File: config.mk
export PLATFORM = sky130hd
export DESIGN_NAME = prog_loader_rom
export DESIGN_NICKNAME = d
export VERILOG_FILES = /design/src/rtl/prog_pkg.sv /design/src/rtl/prog_mem_array.sv /design/src/rtl/prog_loader_rom.sv
export SDC_FILE = /design/constraint.sdc
export NUM_CORES = 1
export LEC_CHECK = 0
export ABC_AREA = 0
export CAP_MARGIN = 5
export CORE_MARGIN = 3
export CORE_UTILIZATION = 25
export DETAILED_ROUTE_END_ITERATION = 12
export PLACE_DENSITY = 0.54
export SLEW_MARGIN = 20
export SYNTH_ARGS = -nofsm -noshare
export SYNTH_HDL_FRONTEND = slang
export SYNTH_SLANG_ARGS = --single-unit
File: constraint.sdc
create_clock -name clk -period 2.1 [get_ports clk]
set_clock_uncertainty 0.15 [all_clocks]
set_input_delay 0.315 -clock clk [delete_from_list [all_inputs] [get_ports clk]]
set_output_delay 0.315 -clock clk [all_outputs]
set_load 0.005 [all_outputs]
File: src/rtl/prog_pkg.sv
// Shared types and default sizes for the program loader ROM.
// The optional load checksum is enabled with the PROG_CKSUM_EN macro.
package prog_pkg;

    localparam int PROG_ADDR_W = 4;
    localparam int PROG_DATA_W = 1;

    typedef enum logic [1:0] {
        IDLE = 2'd0,
        LOAD = 2'd1,
        RUN  = 2'd2
    } prog_state_t;

endpackage

File: src/rtl/prog_mem_array.sv
// Instruction storage: synchronous write, asynchronous clear, combinational read.
// Kept in flops because the whole array must clear on reset.
module prog_mem_array #(
    parameter int ADDR_W = 4,
    parameter int DATA_W = 1
) (
    input  logic              clk,
    input  logic              rst,
    input  logic              we,
    input  logic [ADDR_W-1:0] waddr,
    input  logic [DATA_W-1:0] wdata,
    input  logic [ADDR_W-1:0] raddr,
    output logic [DATA_W-1:0] rdata
);

    localparam int DEPTH = 2 ** ADDR_W;

    logic [DATA_W-1:0] r_mem [DEPTH];

    always_ff @(posedge clk or posedge rst) begin
        if (rst) begin
            for (int i = 0; i < DEPTH; i++) begin
                r_mem[i] <= '0;
            end
        end else if (we) begin
            r_mem[waddr] <= wdata;
        end
    end

    assign rdata = r_mem[raddr];

endmodule

File: src/rtl/prog_loader_rom.sv
// Loadable instruction store: streams a program in, holds the CPU while loading, then serves reads.
// Define PROG_CKSUM_EN to add load_cksum, the XOR of all words accepted in the current load.
module prog_loader_rom
    import prog_pkg::*;
#(
    parameter int ADDR_W = PROG_ADDR_W,
    parameter int DATA_W = PROG_DATA_W
) (
    input  logic              clk,
    input  logic              rst,
    input  logic [ADDR_W-1:0] addr,
    output logic [DATA_W-1:0] data,
    input  logic              load_start,
    input  logic              load_valid,
    output logic              load_ready,
    input  logic [DATA_W-1:0] load_data,
    input  logic              load_last,
`ifdef PROG_CKSUM_EN
    output logic [DATA_W-1:0] load_cksum,
`endif
    output logic              cpu_hold
);

    localparam int DEPTH = 2 ** ADDR_W;

    prog_state_t       r_state;
    prog_state_t       w_state_next;
    // One spare bit so the pointer never wraps after the last word.
    logic [ADDR_W:0]   r_wptr;
    logic              w_beat;
    logic              w_final;
    logic              w_enter_load;
    logic [DATA_W-1:0] w_rdata;

    assign w_beat       = load_valid & load_ready;
    assign w_final      = w_beat & (load_last | (r_wptr == (ADDR_W+1)'(DEPTH - 1)));
    assign w_enter_load = (r_state != LOAD) && (w_state_next == LOAD);

    always_ff @(posedge clk or posedge rst) begin
        if (rst) begin
            r_state <= IDLE;
        end else begin
            r_state <= w_state_next;
        end
    end

    always_comb begin
        w_state_next = r_state;
        case (r_state)
            IDLE:    if (load_start) w_state_next = LOAD;
            LOAD:    if (w_final)    w_state_next = RUN;
            RUN:     if (load_start) w_state_next = LOAD;
            default: w_state_next = IDLE;
        endcase
    end

    always_comb begin
        load_ready = (r_state == LOAD);
        cpu_hold   = (r_state != RUN);
    end

    always_ff @(posedge clk or posedge rst) begin
        if (rst) begin
            r_wptr <= '0;
        end else if (w_enter_load) begin
            r_wptr <= '0;
        end else if (w_beat) begin
            r_wptr <= r_wptr + 1'b1;
        end
    end

    prog_mem_array #(
        .ADDR_W (ADDR_W),
        .DATA_W (DATA_W)
    ) u_mem (
        .clk   (clk),
        .rst   (rst),
        .we    (w_beat),
        .waddr (r_wptr[ADDR_W-1:0]),
        .wdata (load_data),
        .raddr (addr),
        .rdata (w_rdata)
    );

    // The CPU sees NOP whenever it is not running.
    assign data = (r_state == RUN) ? w_rdata : '0;

`ifdef PROG_CKSUM_EN
    logic [DATA_W-1:0] r_cksum;

    always_ff @(posedge clk or posedge rst) begin
        if (rst) begin
            r_cksum <= '0;
        end else if (w_enter_load) begin
            r_cksum <= '0;
        end else if (w_beat) begin
            r_cksum <= r_cksum ^ load_data;
        end
    end

    assign load_cksum = r_cksum;
`endif

endmodule
Word-level counts from Yosys, hierarchy flattened:

Cells that the tools add are included.

* register bits after elaboration: 23
* logic and storage cells: 50
* output and inout port bits: 3
* input bits: 10

* $lt $le $gt $ge: 3
* equal/unequal tests: 6
* bitwise logic cells: 5
* mux-type cells: 12
* add/subtract/negate cells: 1
* reduce and logical (&&, ||, !) cells: 5

Operators with widths (number)
* $bwmux 16: 1
* $ge 5x5->1 const B: 2
* $mux 5: 2
* $not 4->5: 2
* $add 5x1->5 const B: 1
* $eq 5x4->1 const B: 1
* $lt 5x1->1 const B: 1
* $bmux 1 s4: 1
* $demux 1 s4: 1
* $eq 2x1->1 const B: 2
* $mux 1: 4
* $mux 2: 2
* $pmux 2 s2: 1
* $and 1x1->1: 2
* $eq 2x2->1 const B: 1
* $logic_and 1x1->1: 2
* $logic_not 2->1: 1
* $ne 2x1->1 const B: 1
* $ne 2x2->1 const B: 1
* $reduce_bool 2->1: 1
* $reduce_or 2->1: 1
* $or 1x1->1: 1

Longest topological paths before layout:

Gate-level depths: netlist (run 1).

* depth after elaboration: 8
* depth in mapped cells: 6
* mapped depth without buffers: 6

By module:

From an unflattened synthesis (run 1), not the netlist that was laid out.

* cells, all modules: 108
* area total of the unflattened synthesis: 1249.9 um^2

Modules (own cells, without submodules)
* prog_mem_array: times used 1, area each 845.8 um^2, cells an instance 65
* prog_loader_rom: times used 1, area each 404.1 um^2, cells an instance 43

Worst setup path after synthesis (run 1):

Ideal clock, no wire load.

* kind: in2out
* start point: input port addr[0]
* end point: output port data
* cell stages on the path: 4
* arrival time: 1288 ps
* setup slack: 347 ps
* path buffers: 1
* data required time: 1635 ps
* cell sequence: buf_2 mux4_1 o2111ai_1 a21oi_1

* longest elaborated chain between the ends: 5

Ends and longest elaborated chain
* start: declaration: line prog_loader_rom.sv:11 `input logic [ADDR_W-1:0] addr,`
* $not 4->5 (implied by the code): line prog_mem_array.sv:30 `assign rdata = r_mem[raddr];`
* $bmux 1 s4: line prog_mem_array.sv:30
* $mux 1 (implied by the code) (2 in series): line prog_mem_array.sv:30
* $mux 1: line prog_loader_rom.sv:86 `assign data = (r_state == RUN) ? w_rdata : '0;`
* end: declaration: line prog_loader_rom.sv:12 `output logic [DATA_W-1:0] data,`

Every way passes these cells. The select of a mux whose other input is x is not followed.

Worst setup path after layout (run 1):

* start point: register u_mem.r_mem[10] (netlist name)
* end point: output port data

* longest elaborated chain between the ends: 4

Ends and longest elaborated chain
* start: declaration: line prog_mem_array.sv:18 `logic [DATA_W-1:0] r_mem [DEPTH];`
* start signal: indexed assignment: line prog_mem_array.sv:26 `r_mem[waddr] <= wdata;`
* $bmux 1 s4: line prog_mem_array.sv:30
* $mux 1 (implied by the code) (2 in series): line prog_mem_array.sv:30
* $mux 1: line prog_loader_rom.sv:86

Every way passes these cells. The select of a mux whose other input is x is not followed.

==> results of run 1 <==
[cell type report]
| type | count | share of cell area |
|---|---|---|
| multi-input combinational | 80 | 0.4059 |
| tap | 65 | 0.05485 |
| clock buffer | 4 | 0.03038 |
| timing repair buffer | 18 | 0.1080 |
| sequential | 23 | 0.3882 |
| inverter | 5 | 0.01266 |
[critical path, delay by kind of cell, from the launching register on]
| kind | cells | cell delay [ns] |
|---|---|---|
| mux | 1 | 0.47 |
| flops | 1 | 0.38 |
| compound gates | 3 | 0.32 |
| buf+inv | 1 | 0.13 |
[cell usage after synthesis (2+ instances only)]
cell | number | area, um2
mux4_1 | 2 | 52.55
nor2_1 | 14 | 52.55
nand2b_1 | 4 | 25.02
nor2b_1 | 2 | 12.51
mux2i_1 | 3 | 30.03
nand2_1 | 10 | 37.54
o21ai_0 | 5 | 25.02
nand3_1 | 4 | 20.02
dfrtp_1 | 23 | 575.6
inv_1 | 5 | 18.77
clkbuf_1 | 3 | 11.26
xor2_1 | 2 | 17.52
ha_1 | 5 | 62.56
nor3_1 | 4 | 20.02
mux2_2 | 17 | 191.4
[state kept, by name, indices dropped and copies added, names as in the netlist]
| signal | count |
|---|---|
| u_mem.r_mem | 16 |
| r_state | 2 |
| r_wptr | 5 |
[report_power, final]
part | switching, mW | total [mW] | internal, mW | leakage [nW]
Sequential | 0.0770 | 0.608 | 0.531 | 0.309
Combinational | 0.166 | 0.350 | 0.185 | 0.342
Clock | 0.137 | 0.273 | 0.135 | 0.0228
[path summary, 6_finish.rpt]
kind | startpoint | endpoint | slack [ns] | cells after the start
worst min-delay path | rst | r_wptr[4] | 0.24 | 3
worst max-delay path | u_mem.r_mem[10] | data | 0.07 | 5
min in group clk | u_mem.r_mem[8] | u_mem.r_mem[8] | 0.35 | 1
worst min register to register | u_mem.r_mem[8] | u_mem.r_mem[8] | 0.35 | 1
max in group asynchronous | rst | u_mem.r_mem[14] | 1.33 | 3
worst max register to register | r_state[1] | u_mem.r_mem[12] | 0.36 | 4
[kinds of logic after synthesis]
group                      Yosys count  synth area share
and+or+nand+nor                     41            0.1547
DFF                                 23            0.4713
muxes                               22            0.2244
AOI/OAI and AO/OA                   10           0.05123
buffers and inverters               10           0.03278
adders and majority gates            5           0.05123
xor gates and xnor gates             2           0.01435
[timing repair]
action	CTS	global route
hold buffers	0	0
endpoints found under the setup margin	1	0
endpoints found under the hold margin	0	0
gates resized for setup	9	0
[routing by layer]
metal	GRT usage	share of wire
met1	0.1178	0.46
met3	0.007916	0.025
met5	0	0
met2	0.1749	0.50
met4	0.03495	0.014
[per-stage QoR]
stage	area [um2]	power (mW)
3_3_place_gp	1446	0.9504
5_1_grt	1483	1.304
4_1_cts	1483	1.246
2_1_floorplan	1221	0.8325
6_report	1483	1.231
3_5_place_dp	1446	0.9691
==> results.py, run 1 <==
metrics = {
    "setup_path": {
        "critPathCaptureType": "primary output",
        "crit_required_ns": 1.63,
        "cpPeakStageDelay_ns": 0.47,
        "cp.arrival_ns": 1.56,
        "crit_path_start_kind": "flip-flop",
        "crit_slowest_cell": "mux4_2",
        "crit_fanout": 2,
        "path_cells": "mux4_2 -> o22ai_1 -> a311o_1 -> a21oi_1 -> buf_2",
        "critPathKind": "reg -> out",
    },
    "timing": {
        "rsz0062_at_grt": "no",
        "setup_viol": 0,
        "worst_slack_ns": 0.07462,
        "max_freq_mhz": 493.7,
        "worstMarginPinSlew_ns": 0.4952,
        "layout_worst_path_cycle_share": 0.9645,
        "fin_crit_ns": 2.025,
        "fin_hold_ws_ns": 0.2420,
        "finalHoldViolations": 0,
        "worst_slew_margin_rel": 0.6688,
        "finalMaxSlewViolations": 0,
        "tns_ns": 0,
    },
    "detailed_routing": {
        "via_count": 872,
        "routed_via_density": 4.472,
        "totalWireLength_um": 2500,
        "drtIter0Drc": 101,
        "wl_per_cell_um": 12.82,
        "ant_nets": 0,
        "dr.pass1.iters": 4,
        "drcViolationCount": 0,
    },
    "logic_synthesis": {
        "synth-async-reset-ratio": 1.000,
        "synth_edf_count": 0,
        "yosys.cell_types.count": 25,
        "synth_area_um2": 1221,
        "synth_area_per_cell_um2": 10.81,
        "synth_nets": 128,
        "syn_inst": 113,
        "synth_seq_cells": 23,
        "synth_ff_type": "dfrtp_1",
        "synth-warning-count": 0,
        "seq_area_frac_synth": 0.4713,
    },
    "clocking": {
        "root_buffer": "clkbuf_8",
        "path_clk_slew_ns": 0.08,
        "cts.sinks": 23,
        "h-tree-depth": 1,
        "cts_tree": "done",
        "cts_buffers": 3,
        "cts_setup_buffers": 0,
        "cts_buffer_depth": 2,
        "worstSkewPairLatency_ns": 0.26,
    },
    "global_route": {
        "overflow": 0,
        "grt_usage": 0.09641,
        "grt_pass1_vias": 914,
        "grt_pass1_wl_um": 4229,
        "grt_max_degree": 24,
        "antenna_found_initial": 0,
    },
    "place": {
        "pre_cts_slack_ns": -0.5824,
        "numPortBuffers": 12,
        "gp_congestion": 0.7376,
        "dp_cells": 191,
        "post-dp-hpwl_um": 1877,
    },
    "finish": {
        "layout-drive-gt1-share": 0.2231,
        "post-route-util": 0.3270,
        "area_growth_pct": 21.41,
        "fin_cells": 195,
        "final_cell_mix": "23 x dfrtp_1, 17 x mux2_2, 14 x nor2_1, 10 x nand2_1, 9 x clkdlybuf4s50_1",
        "final_common_cell": "dfrtp_1",
        "multi_input_area_um2": 601.8,
        "n_fill_cell": 462,
        "antenna_cells": 0,
        "final_nets": 146,
        "seqCellArea_um2": 575.6,
    },
    "outcome": {
        "status": "finished, final reports clean",
    },
    "floorplan": {
        "dieArea_um2": 5759,
        "rows": 24,
        "core_area_um2": 4534,
        "dieHeight_um": 75.89,
        "die_width_um": 75.89,
        "start_util": 0.2693,
        "io_pins": 13,
    },
    "power_and_ir_drop": {
        "p_leak_nw": 0.6739,
        "max-vdd-ir-drop_mv": 0.2225,
        "power_density_nw_per_um2": 830.2,
    },
    "job": {
        "cap_violations": 0,
    },
    "min_path": {
        "hold_path_class": "in -> async",
    },
}
No activity file was read; power rests on OpenSTA's default activity.
==> inputs of run 2 (changes only) <==
- DONT_BUFFER_PORTS: default -> 1
- PLACE_DENSITY: 0.54 -> 0.5
==> results.py, run 2 (synthesis gave the netlist of run 1 again) <==
metrics = {
    "power_and_ir_drop": {
        "comb_power_share": 0.244,
        "p_int_mw": 0.8022,
        "power.share.clock": 0.237,
        "p_switching_mw": 0.3662,
        "max-vdd-ir-drop_mv": 0.2342,
        "power_density_nw_per_um2": 862.2,
        "seqPwrFrac": 0.518,
        "p_leak_nw": 0.6153,
        "swShare": 0.3134,
    },
    "timing": {
        "finalHoldViolations": 0,
        "tns_ns": 0,
        "finalMaxSlewViolations": 0,
        "max_freq_mhz": 498.2,
        "layout_worst_path_cycle_share": 0.9559,
        "rsz0062_at_grt": "no",
        "worstMarginPinSlew_ns": 0.3175,
        "worst_slew_margin_rel": 0.7883,
        "worst_slack_ns": 0.09264,
        "setup_viol": 0,
        "fin_crit_ns": 2.007,
    },
    "finish": {
        "final_nets": 131,
        "final_common_cell": "dfrtp_1",
        "final_cell_mix": "23 x dfrtp_1, 17 x mux2_2, 14 x nor2_1, 10 x nand2_1",
        "largestRegisters": "u_mem.r_mem (16), r_wptr (5), r_state (2)",
        "area_growth_pct": 10.96,
        "antenna_cells": 0,
        "layout-drive-gt1-share": 0.1913,
        "n_fill_cell": 457,
        "largest_reg_flops": 16,
        "largest_register": "u_mem.r_mem",
        "stdcell_area_um2": 1355,
    },
    "setup_path": {
        "crit_fanout": 2,
        "crit_required_ns": 1.63,
        "critPathKind": "reg -> out",
        "cp.arrival_ns": 1.54,
        "critPathCaptureType": "primary output",
        "crit_path_start_kind": "flip-flop",
    },
    "detailed_routing": {
        "drtIter0Drc": 158,
        "dr.pass1.iters": 4,
        "routed_via_density": 4.444,
        "via_count": 800,
        "totalWireLength_um": 2311,
        "wl_per_cell_um": 12.84,
        "drcViolationCount": 0,
        "ant_nets": 0,
    },
    "floorplan": {
        "dieArea_um2": 5759,
        "io_pins": 13,
        "start_util": 0.2693,
        "dieHeight_um": 75.89,
        "die_width_um": 75.89,
        "core_area_um2": 4534,
        "rows": 24,
    },
    "min_path": {
        "hold_path_class": "in -> reg",
    },
    "place": {
        "pre_cts_slack_ns": 0.3249,
        "numPortBuffers": 0,
        "post-dp-hpwl_um": 1726,
        "gp_congestion": 0.7411,
        "place_area_um2": 1289,
    },
    "clocking": {
        "path_clk_slew_ns": 0.08,
        "root_buffer": "clkbuf_8",
        "cts_tree": "done",
        "worstSkewPairLatency_ns": 0.26,
        "cts_buffer_depth": 2,
        "h-tree-depth": 1,
        "cts_buffers": 3,
        "cts_setup_buffers": 0,
        "cts.sinks": 23,
    },
    "global_route": {
        "grt_pass1_wl_um": 3919,
        "grt_max_degree": 24,
        "grt_pass1_vias": 848,
        "antenna_found_initial": 0,
        "grt_usage": 0.08962,
        "overflow": 0,
    },
    "job": {
        "cap_violations": 0,
    },
    "outcome": {
        "status": "finished, final reports clean",
    },
}
## run 2: timing repair
item | in CTS | in global routing
gates resized for setup | 0 | 0
hold buffers | 1 | 1
hold endpoints to repair | 23 | 1
## run 2: through the flow
step | cells | utilization | hold slack [ns] | power (mW)
4_1_cts | 179 | 0.2966 | 0.007226 | 1.181
3_3_place_gp | 174 | 0.2842 | 0.1175 | 0.8858
6_report | 180 | 0.2988 | 0.04186 | 1.168
3_5_place_dp | 174 | 0.2842 | 0.1209 | 0.8965
5_1_grt | 180 | 0.2988 | 0.03403 | 1.245
2_1_floorplan | 113 | - | 0.1669 | 0.8325
## run 2: worst paths after layout
path,startpoint,end,slack (ns),depth (start not counted)
max reg2reg,r_state[1],u_mem.r_mem[15],0.31,4
min in group asynchronous,rst,u_mem.r_mem[0],0.38,3
min,load_data,u_mem.r_mem[3],0.04,1
max,u_mem.r_mem[11],data,0.09,4
max in group asynchronous,rst,u_mem.r_mem[5],1.20,3
min reg2reg,u_mem.r_mem[1],u_mem.r_mem[1],0.36,1
## run 2: routing by layer
metal | GRT usage | share of wire | up-vias
li1 | - | - | 394
met1 | 0.1082 | 0.41 | 392
met2 | 0.1559 | 0.54 | 9
met3 | 0.01715 | 0.026 | 5
met4 | 0.03495 | 0.020 | 0
met5 | 0 | 0 | -
## run 2: final cells by class
class	count	area [um2]	share of cell area
Clock buffer	3	41.29	0.03047
Clock inverter	1	5.005	0.003693
Inverter	5	18.77	0.01385
Multi-Input combinational cell	80	605.6	0.4469
Sequential cell	23	575.6	0.4247
Tap cell	65	81.33	0.06002
Timing Repair Buffer	3	27.53	0.02031
## run 2: worst max-delay path: stages, from the launching register on
cell,delay [ns]
dfrtp_1,0.39
mux4_1,0.51
o22ai_1,0.15
a311o_1,0.13
a21oi_1,0.10
## run 2: power by group through the flow
stage	Sequential (mW)	Clock [mW]	Combinational, mW
2_1_floorplan	0.582	0	0.250
3_3_place_gp	0.610	0	0.276
3_5_place_dp	0.613	0	0.284
4_1_cts	0.604	0.289	0.288
5_1_grt	0.617	0.303	0.325
6_report	0.606	0.277	0.285
